--- src/rtl/gpio_defaults_loader.sv ---
// Shadow store of per-pad GPIO configuration words with a serial loader that
// re-shifts the whole image into the GPIO control-block chain on request.
module gpio_defaults_loader #(
    parameter int NUM_GPIO = 19,
    parameter int CFG_WIDTH = 13,
    parameter logic [NUM_GPIO*CFG_WIDTH-1:0] GPIO_CONFIG_INIT = {NUM_GPIO{13'h0402}},
    parameter int CLK_DIV = 2,
    parameter int IDXW = (NUM_GPIO > 1) ? $clog2(NUM_GPIO) : 1
) (
    input  logic                          clk,
    input  logic                          resetn,
    input  logic                          cfg_wr_en,
    input  logic [IDXW-1:0]               cfg_wr_idx,
    input  logic [CFG_WIDTH-1:0]          cfg_wr_data,
    input  logic                          load_start,
    output logic                          busy,
    output logic                          done,
    output logic                          serial_clock,
    output logic                          serial_data,
    output logic                          serial_load,
    output logic [NUM_GPIO*CFG_WIDTH-1:0] gpio_defaults
);

    localparam int N = NUM_GPIO * CFG_WIDTH;
    localparam int BITW = $clog2(N + 1);
    localparam int DIVW = $clog2(CLK_DIV + 1);
    localparam logic [BITW-1:0] BIT_LAST = BITW'(N - 1);
    localparam logic [DIVW-1:0] DIV_LAST = DIVW'(CLK_DIV - 1);

    typedef enum logic [1:0] {IDLE, SHIFT, LOAD, DONE} state_t;

    state_t          state;
    logic [N-1:0]    shift_reg;
    logic [N-1:0]    shift_next;
    logic [BITW-1:0] bit_cnt;
    logic [DIVW-1:0] div_cnt;

    assign shift_next = shift_reg << 1;

    // Shadow image; the loop form makes out-of-range indices fall through untouched.
    always_ff @(posedge clk) begin
        if (!resetn) begin
            gpio_defaults <= GPIO_CONFIG_INIT;
        end else if (cfg_wr_en) begin
            for (int i = 0; i < NUM_GPIO; i++) begin
                if (cfg_wr_idx == IDXW'(i)) begin
                    gpio_defaults[i*CFG_WIDTH +: CFG_WIDTH] <= cfg_wr_data;
                end
            end
        end
    end

    // serial_clock doubles as the phase flag: low phase holds data, high phase is the strobe.
    always_ff @(posedge clk) begin
        if (!resetn) begin
            state        <= IDLE;
            shift_reg    <= '0;
            bit_cnt      <= '0;
            div_cnt      <= '0;
            busy         <= 1'b0;
            done         <= 1'b0;
            serial_clock <= 1'b0;
            serial_data  <= 1'b0;
            serial_load  <= 1'b0;
        end else begin
            case (state)
                IDLE: begin
                    done <= 1'b0;
                    if (load_start) begin
                        shift_reg    <= gpio_defaults;
                        serial_data  <= gpio_defaults[N-1];
                        serial_clock <= 1'b0;
                        bit_cnt      <= '0;
                        div_cnt      <= '0;
                        busy         <= 1'b1;
                        state        <= SHIFT;
                    end
                end
                SHIFT: begin
                    if (div_cnt != DIV_LAST) begin
                        div_cnt <= div_cnt + 1'b1;
                    end else begin
                        div_cnt <= '0;
                        if (!serial_clock) begin
                            serial_clock <= 1'b1;
                        end else if (bit_cnt == BIT_LAST) begin
                            serial_clock <= 1'b0;
                            serial_data  <= 1'b0;
                            serial_load  <= 1'b1;
                            state        <= LOAD;
                        end else begin
                            serial_clock <= 1'b0;
                            shift_reg    <= shift_next;
                            serial_data  <= shift_next[N-1];
                            bit_cnt      <= bit_cnt + 1'b1;
                        end
                    end
                end
                LOAD: begin
                    if (div_cnt != DIV_LAST) begin
                        div_cnt <= div_cnt + 1'b1;
                    end else begin
                        div_cnt     <= '0;
                        serial_load <= 1'b0;
                        busy        <= 1'b0;
                        done        <= 1'b1;
                        state       <= DONE;
                    end
                end
                DONE: begin
                    done  <= 1'b0;
                    state <= IDLE;
                end
                default: state <= IDLE;
            endcase
        end
    end

endmodule

--- config.mk ---
export PLATFORM = sky130hd
export DESIGN_NAME = gpio_defaults_loader
export DESIGN_NICKNAME = d
export VERILOG_FILES = /design/src/rtl/gpio_defaults_loader.sv
export SDC_FILE = /design/constraint.sdc
export NUM_CORES = 1
export LEC_CHECK = 0
export BUFFER_PORTS_ARGS = -buffer_cell sky130_fd_sc_hd__buf_2
export CAP_MARGIN = 10
export CORE_MARGIN = 1.5
export CORE_UTILIZATION = 47
export CTS_CLUSTER_SIZE = 28
export DETAILED_ROUTE_END_ITERATION = 10
export MAX_ROUTING_LAYER = met4
export PLACE_DENSITY = 0.69
export SLEW_MARGIN = 10
export SYNTH_ARGS = -nofsm -noshare
export SYNTH_HDL_FRONTEND = slang
export SYNTH_SLANG_ARGS = --single-unit
--- constraint.sdc ---
create_clock -name clk -period 1.9 [get_ports clk]
set_clock_uncertainty 0.05 [all_clocks]
set_input_delay 0.38 -clock clk [delete_from_list [all_inputs] [get_ports clk]]
set_output_delay 0.38 -clock clk [all_outputs]
set_load 0.05 [all_outputs]
## After elaboration in Yosys (flattened, before gate mapping)

Cells that the tools add are included.

- Register bits after elaboration: 510
- Output and inout port bits: 252

- $add $sub $neg: 2
- Eq/ne operators: 29
- Multiplexer cells: 37
- Reduce and logical (&&, ||, !) cells: 36

Operators by type and width:

| kind | number |
|---|---|
| $mux 246 | 4 |
| $pmux 246 s2 | 1 |
| $reduce_and 2->1 | 21 |
| $eq 5x4->1 const B | 8 |
| $mux 8 | 4 |
| $eq 5x3->1 const B | 4 |
| $pmux 8 s2 | 1 |
| $eq 5x5->1 const B | 3 |
| $reduce_and 5->1 | 3 |
| $mux 2 | 7 |
| $mux 1 | 13 |
| $ne 2x2->1 const B | 6 |
| $eq 5x2->1 const B | 2 |
| $pmux 1 s2 | 5 |
| $reduce_bool 2->1 | 5 |
| $add 8x1->8 const B | 1 |
| $eq 8x8->1 const B | 1 |
| $pmux 2 s4 | 1 |
| $reduce_and 3->1 | 2 |
| $eq 5x1->1 const B | 1 |
| $logic_not 5->1 | 1 |
| $eq 2x2->1 const B | 2 |
| $pmux 2 s2 | 1 |
| $reduce_and 4->1 | 1 |
| 5 further kinds | 6 |

## Depth between registers and ports, before layout

- Depth after elaboration: 5
- Mapped depth: 10

## Worst setup path after synthesis

Ideal clock, no wire load.

- Kind: reg2reg
- Start point: reg serial_clock
- End point: reg shift_reg[205]
- Setup time: 81 ps
- Data arrival time: 1812 ps
- Slack: -43 ps
- Cell stages (with the launch flop): 7
- Period minus slack after synthesis: 1943 ps
- Path through: dfxtp_1 -> nand3b_1 -> a21oi_2 -> clkbuf_1 -> buf_2 -> a21oi_1 -> a211oi_2

- Cells in the longest elaborated chain, start to end: 2

RTL lines:

| element | line | RTL |
|---|---|---|
| start, declared | 18 | `output logic serial_clock,` |
| start signal, assigned | 62 | `serial_clock <= 1'b0;` |
| start signal, assigned | 72 | `serial_clock <= 1'b0;` |
| start signal, assigned | 85 | `serial_clock <= 1'b1;` |
| $ne 2x2->1 (no source line) | - |  |
| $reduce_and 5->1 (no source line) | - |  |
| end signal, assigned | 70 | `shift_reg <= gpio_defaults;` |
| end signal, assigned | 93 | `shift_reg <= shift_next;` |
| end, declared | 33 | `logic [N-1:0] shift_reg;` |

Every way passes these cells.
A chain may end at the register's enable or synchronous reset.

## Worst setup path after layout

- Start point: reg state[1]
- End point: reg shift_reg[187]

- Cells in the longest elaborated chain, start to end: 3
- Elaborated cells on any way between the ends: 9
- Those cells by class: eq/ne (5); mux (1); reduce/logical (3)

RTL lines:

| element | line | RTL |
|---|---|---|
| start, declared | 32 | `state_t state;` |
| start signal, assigned | 56 | `state <= IDLE;` |
| start signal, assigned | 76 | `state <= SHIFT;` |
| start signal, assigned | 90 | `state <= LOAD;` |
| $eq 2x1->1 or $logic_not 2->1 (tied branches) | 66 | `case (state)` |
| $ne 2x2->1 (no source line) or $reduce_bool 2->1 (tied branches) | - |  |
| $reduce_and 5->1 (no source line) | - |  |

Several ways; a longest one is shown, not always the timed one.

==> flow_metrics.tcl <==
set metrics [dict create \
    dp_hpwl_um 43700 \
    crit_slowest_cell "dfxtp_2" \
    cts_sinks 510 \
    path_max_fanout 10 \
    area_growth_syn_to_layout_pct 24.7 \
    cts_hold_buf 0 \
    status "finished, violations left" \
    route.met2.wl_um 34800 \
    place.gp.congestion 0.875 \
    post-synth-top-count-cell "dfxtp_1" \
    critPathMaxStageDelay_ps 360 \
    clock_latency_ps 600 \
    vias 19400 \
    grt_pass1_wl_um 105000 \
    start_util 0.475 \
    ys_seq_area_frac 0.461 \
    startpoint_type "register" \
    netlist_top_cells_count "dfxtp_1 (510), a21oi_1 (463), nand2_1 (417), mux2i_1 (247), a211oi_2 (217)" \
    drtIter0Drc 1510 \
    clk_path_buf_depth 3 \
    antenna_found_initial 1 \
    die_area_um2 48400 \
    synth_area_leaders "dfxtp_1 (46%), a211oi_2 (12%), mux2i_1 (11%)" \
    hold_class "primary input to register" \
    p_leak_nw 10.3 \
    firstDrtPassIters 5 \
    crit-reg2reg-launch "state[1]" \
    syn_area_per_cell_um2 9.31 \
    synth_area_um2 22100 \
    highest_layer "met4" \
    finalPower_mw 40.7 \
    cts_tree "yes" \
    startpoint "state[1]" \
    syn_inst 2377 \
    die_h_um 220 \
    timing.rr.end "shift_reg[187]" \
    reg2regPathDepth 8 \
    n_fill_cell 3885 \
    viasPerCell 5.95 \
    overflow 0 \
    cap_viol_max_count 0 \
    place_ws_ps -95.7 \
    rows 79 \
    wl_per_cell_um 22.3 \
    layout.nets 2637 \
    cp-endpoint "shift_reg[187]" \
    core-area_um2 46600 \
    clockRootBuffer "clkbuf_16" \
    cp.arrival_ps 2350 \
    violations "negative setup slack" \
    max_freq_mhz 523 \
    synth-warning-count 0 \
    setup_slack_ps -13.2 \
    r2r_slack_ps -10 \
    fin_crit_sh 1.01 \
    ant_nets 0 \
    rsz0062_at_grt "true" \
    cp_top_family "buffers and inverters" \
    synth_nets 2404 \
    path_clk_slew_ps 60 \
    finalHoldViolCount 0 \
    synth-main-ff-cell "dfxtp_1" \
    cts_buffers 54 \
    slew_viol_final 0 \
    holdWs_ps 135 \
    relSlewSlack 0.507 \
    die_w_um 220 \
    powerDensity_nw_per_um2 1470 \
    grt_max_degree 65 \
    ir_worst_vdd_uv 783 \
    worstMarginPinSlew_ps 740 \
    path_cells "inv_4 -> ha_4 -> mux2i_4 -> a21oi_4 -> and2_4 -> buf_12 -> clkbuf_16 -> a211oi_2" \
    boundaryPins 274 \
    crit_type "register to register" \
    wl_met1_um 30100 \
    setup_viol 28 \
    crit_cells 8 \
    drc 0 \
    path_buf_inv 3 \
    multi_input_area_um2 10800 \
    drt_wl_total_um 72700 \
    track_usage 0.286 \
    ff_latch_area_um2 10200 \
    end_kind "register" \
    synth-async-reset-ratio 0 \
    wl_met3_um 4690 \
    h-tree-depth 2 \
    synth_top_area_cell "dfxtp_1" \
    ys_types 50 \
    grt_pass1_vias 18100 \
    ys_ff_latch 510 \
    synth_top_area_share 0.461 \
    port_buffers 273 \
    largest_reg_flops 247 \
    synth_edf_count 0 \
    critPathRequiredTime_ps 2330 \
    final_layout_size_suffix_gt1_frac 0.292 \
    min_period_ps 1910 \
]
## tightest hold or removal path, delay by kind of cell
family,cells,cell delay (ps)
AO/OA/AOI/OAI,1,50
buffers and inverters,2,290
## layout make-up
cell class                      count  share of cell area
Timing Repair Buffer              429               0.141
Antenna cell                        3            0.000272
Multi-Input combinational cell   1610               0.392
Inverter                            5             0.00104
Clock inverter                     17             0.00689
Tap cell                          607              0.0275
Sequential cell                   510               0.370
Clock buffer                       82              0.0620
## routing by layer
metal | GRT usage | vias up
li1 | - | 8947
met1 | 0.365 | 9482
met2 | 0.456 | 807
met3 | 0.0369 | 191
met4 | 0.124 | 0
met5 | - | -
## where the power goes
group          leakage [nW]  switching (mW)  internal [mW]
registers              4.16            1.30           13.0
logic                  5.15            8.20           7.04
clock network         0.946            4.40           6.72
total                  10.3            13.9           26.8
## repair_timing
action,CTS,global route
gates cloned,4,15
pin swaps,0,17
resized for setup,15,40
buffers inserted,3,6
endpoints found under the setup margin,116,244
## logic make-up after synthesis
family,after synthesis,synth area share
flip-flops,510,0.461
adder cells (fa/ha/maj),5,0.00283
AND/OR/NAND/NOR,609,0.118
multiplexers,247,0.112
AO/OA/AOI/OAI,749,0.249
buffers and inverters,257,0.0565
## worst min path at each step
stage	startpoint	end	slack, ps	depth (start not counted)
finish	resetn	done	130	3
global route	resetn	done	140	3
detailed placement	shift_reg[0]	shift_reg[0]	400	2
floorplan	shift_reg[0]	shift_reg[0]	380	2
global placement	shift_reg[0]	shift_reg[0]	390	2
CTS	resetn	done	110	3
## cells in the final DEF (no fill, tap or decap), drive strengths merged, types with 2 or more instances in the layout
cell type,synthesis,final
inv,5,5
dfxtp,510,510
ha,5,5
nor3,2,2
clkbuf,144,97
o22ai,2,2
and2,3,3
a21oi,464,464
o21ai,16,16
o211a,2,2
nand3b,2,2
a21o,2,2
a31oi,3,3
buf,108,414
a211oi,247,247
diode,0,3
mux2i,247,247
o211ai,2,2
nand4b,2,2
o31ai,2,2
nor2b,5,5
nand2,417,417
bufinv,0,4
and3,5,5
nand3,143,143
nor2,14,14
a22oi,2,2
clkinvlp,0,2
clkinv,0,11
nand2b,7,7
and4bb,2,2
and4b,2,2
## metrics by stage
stage / setup TNS [ps] / cells / instance area (um^2) / utilization
after floorplan: 0 / 2377 / 22100 / -
after global placement: -60.6 / 3134 / 24900 / 0.534
after detailed placement: -3340 / 3134 / 24900 / 0.534
after CTS: -727 / 3240 / 27000 / 0.579
after global routing: -8960 / 3261 / 27600 / 0.593
final: -101 / 3263 / 27600 / 0.593
Power figures use the tool's default switching activity.
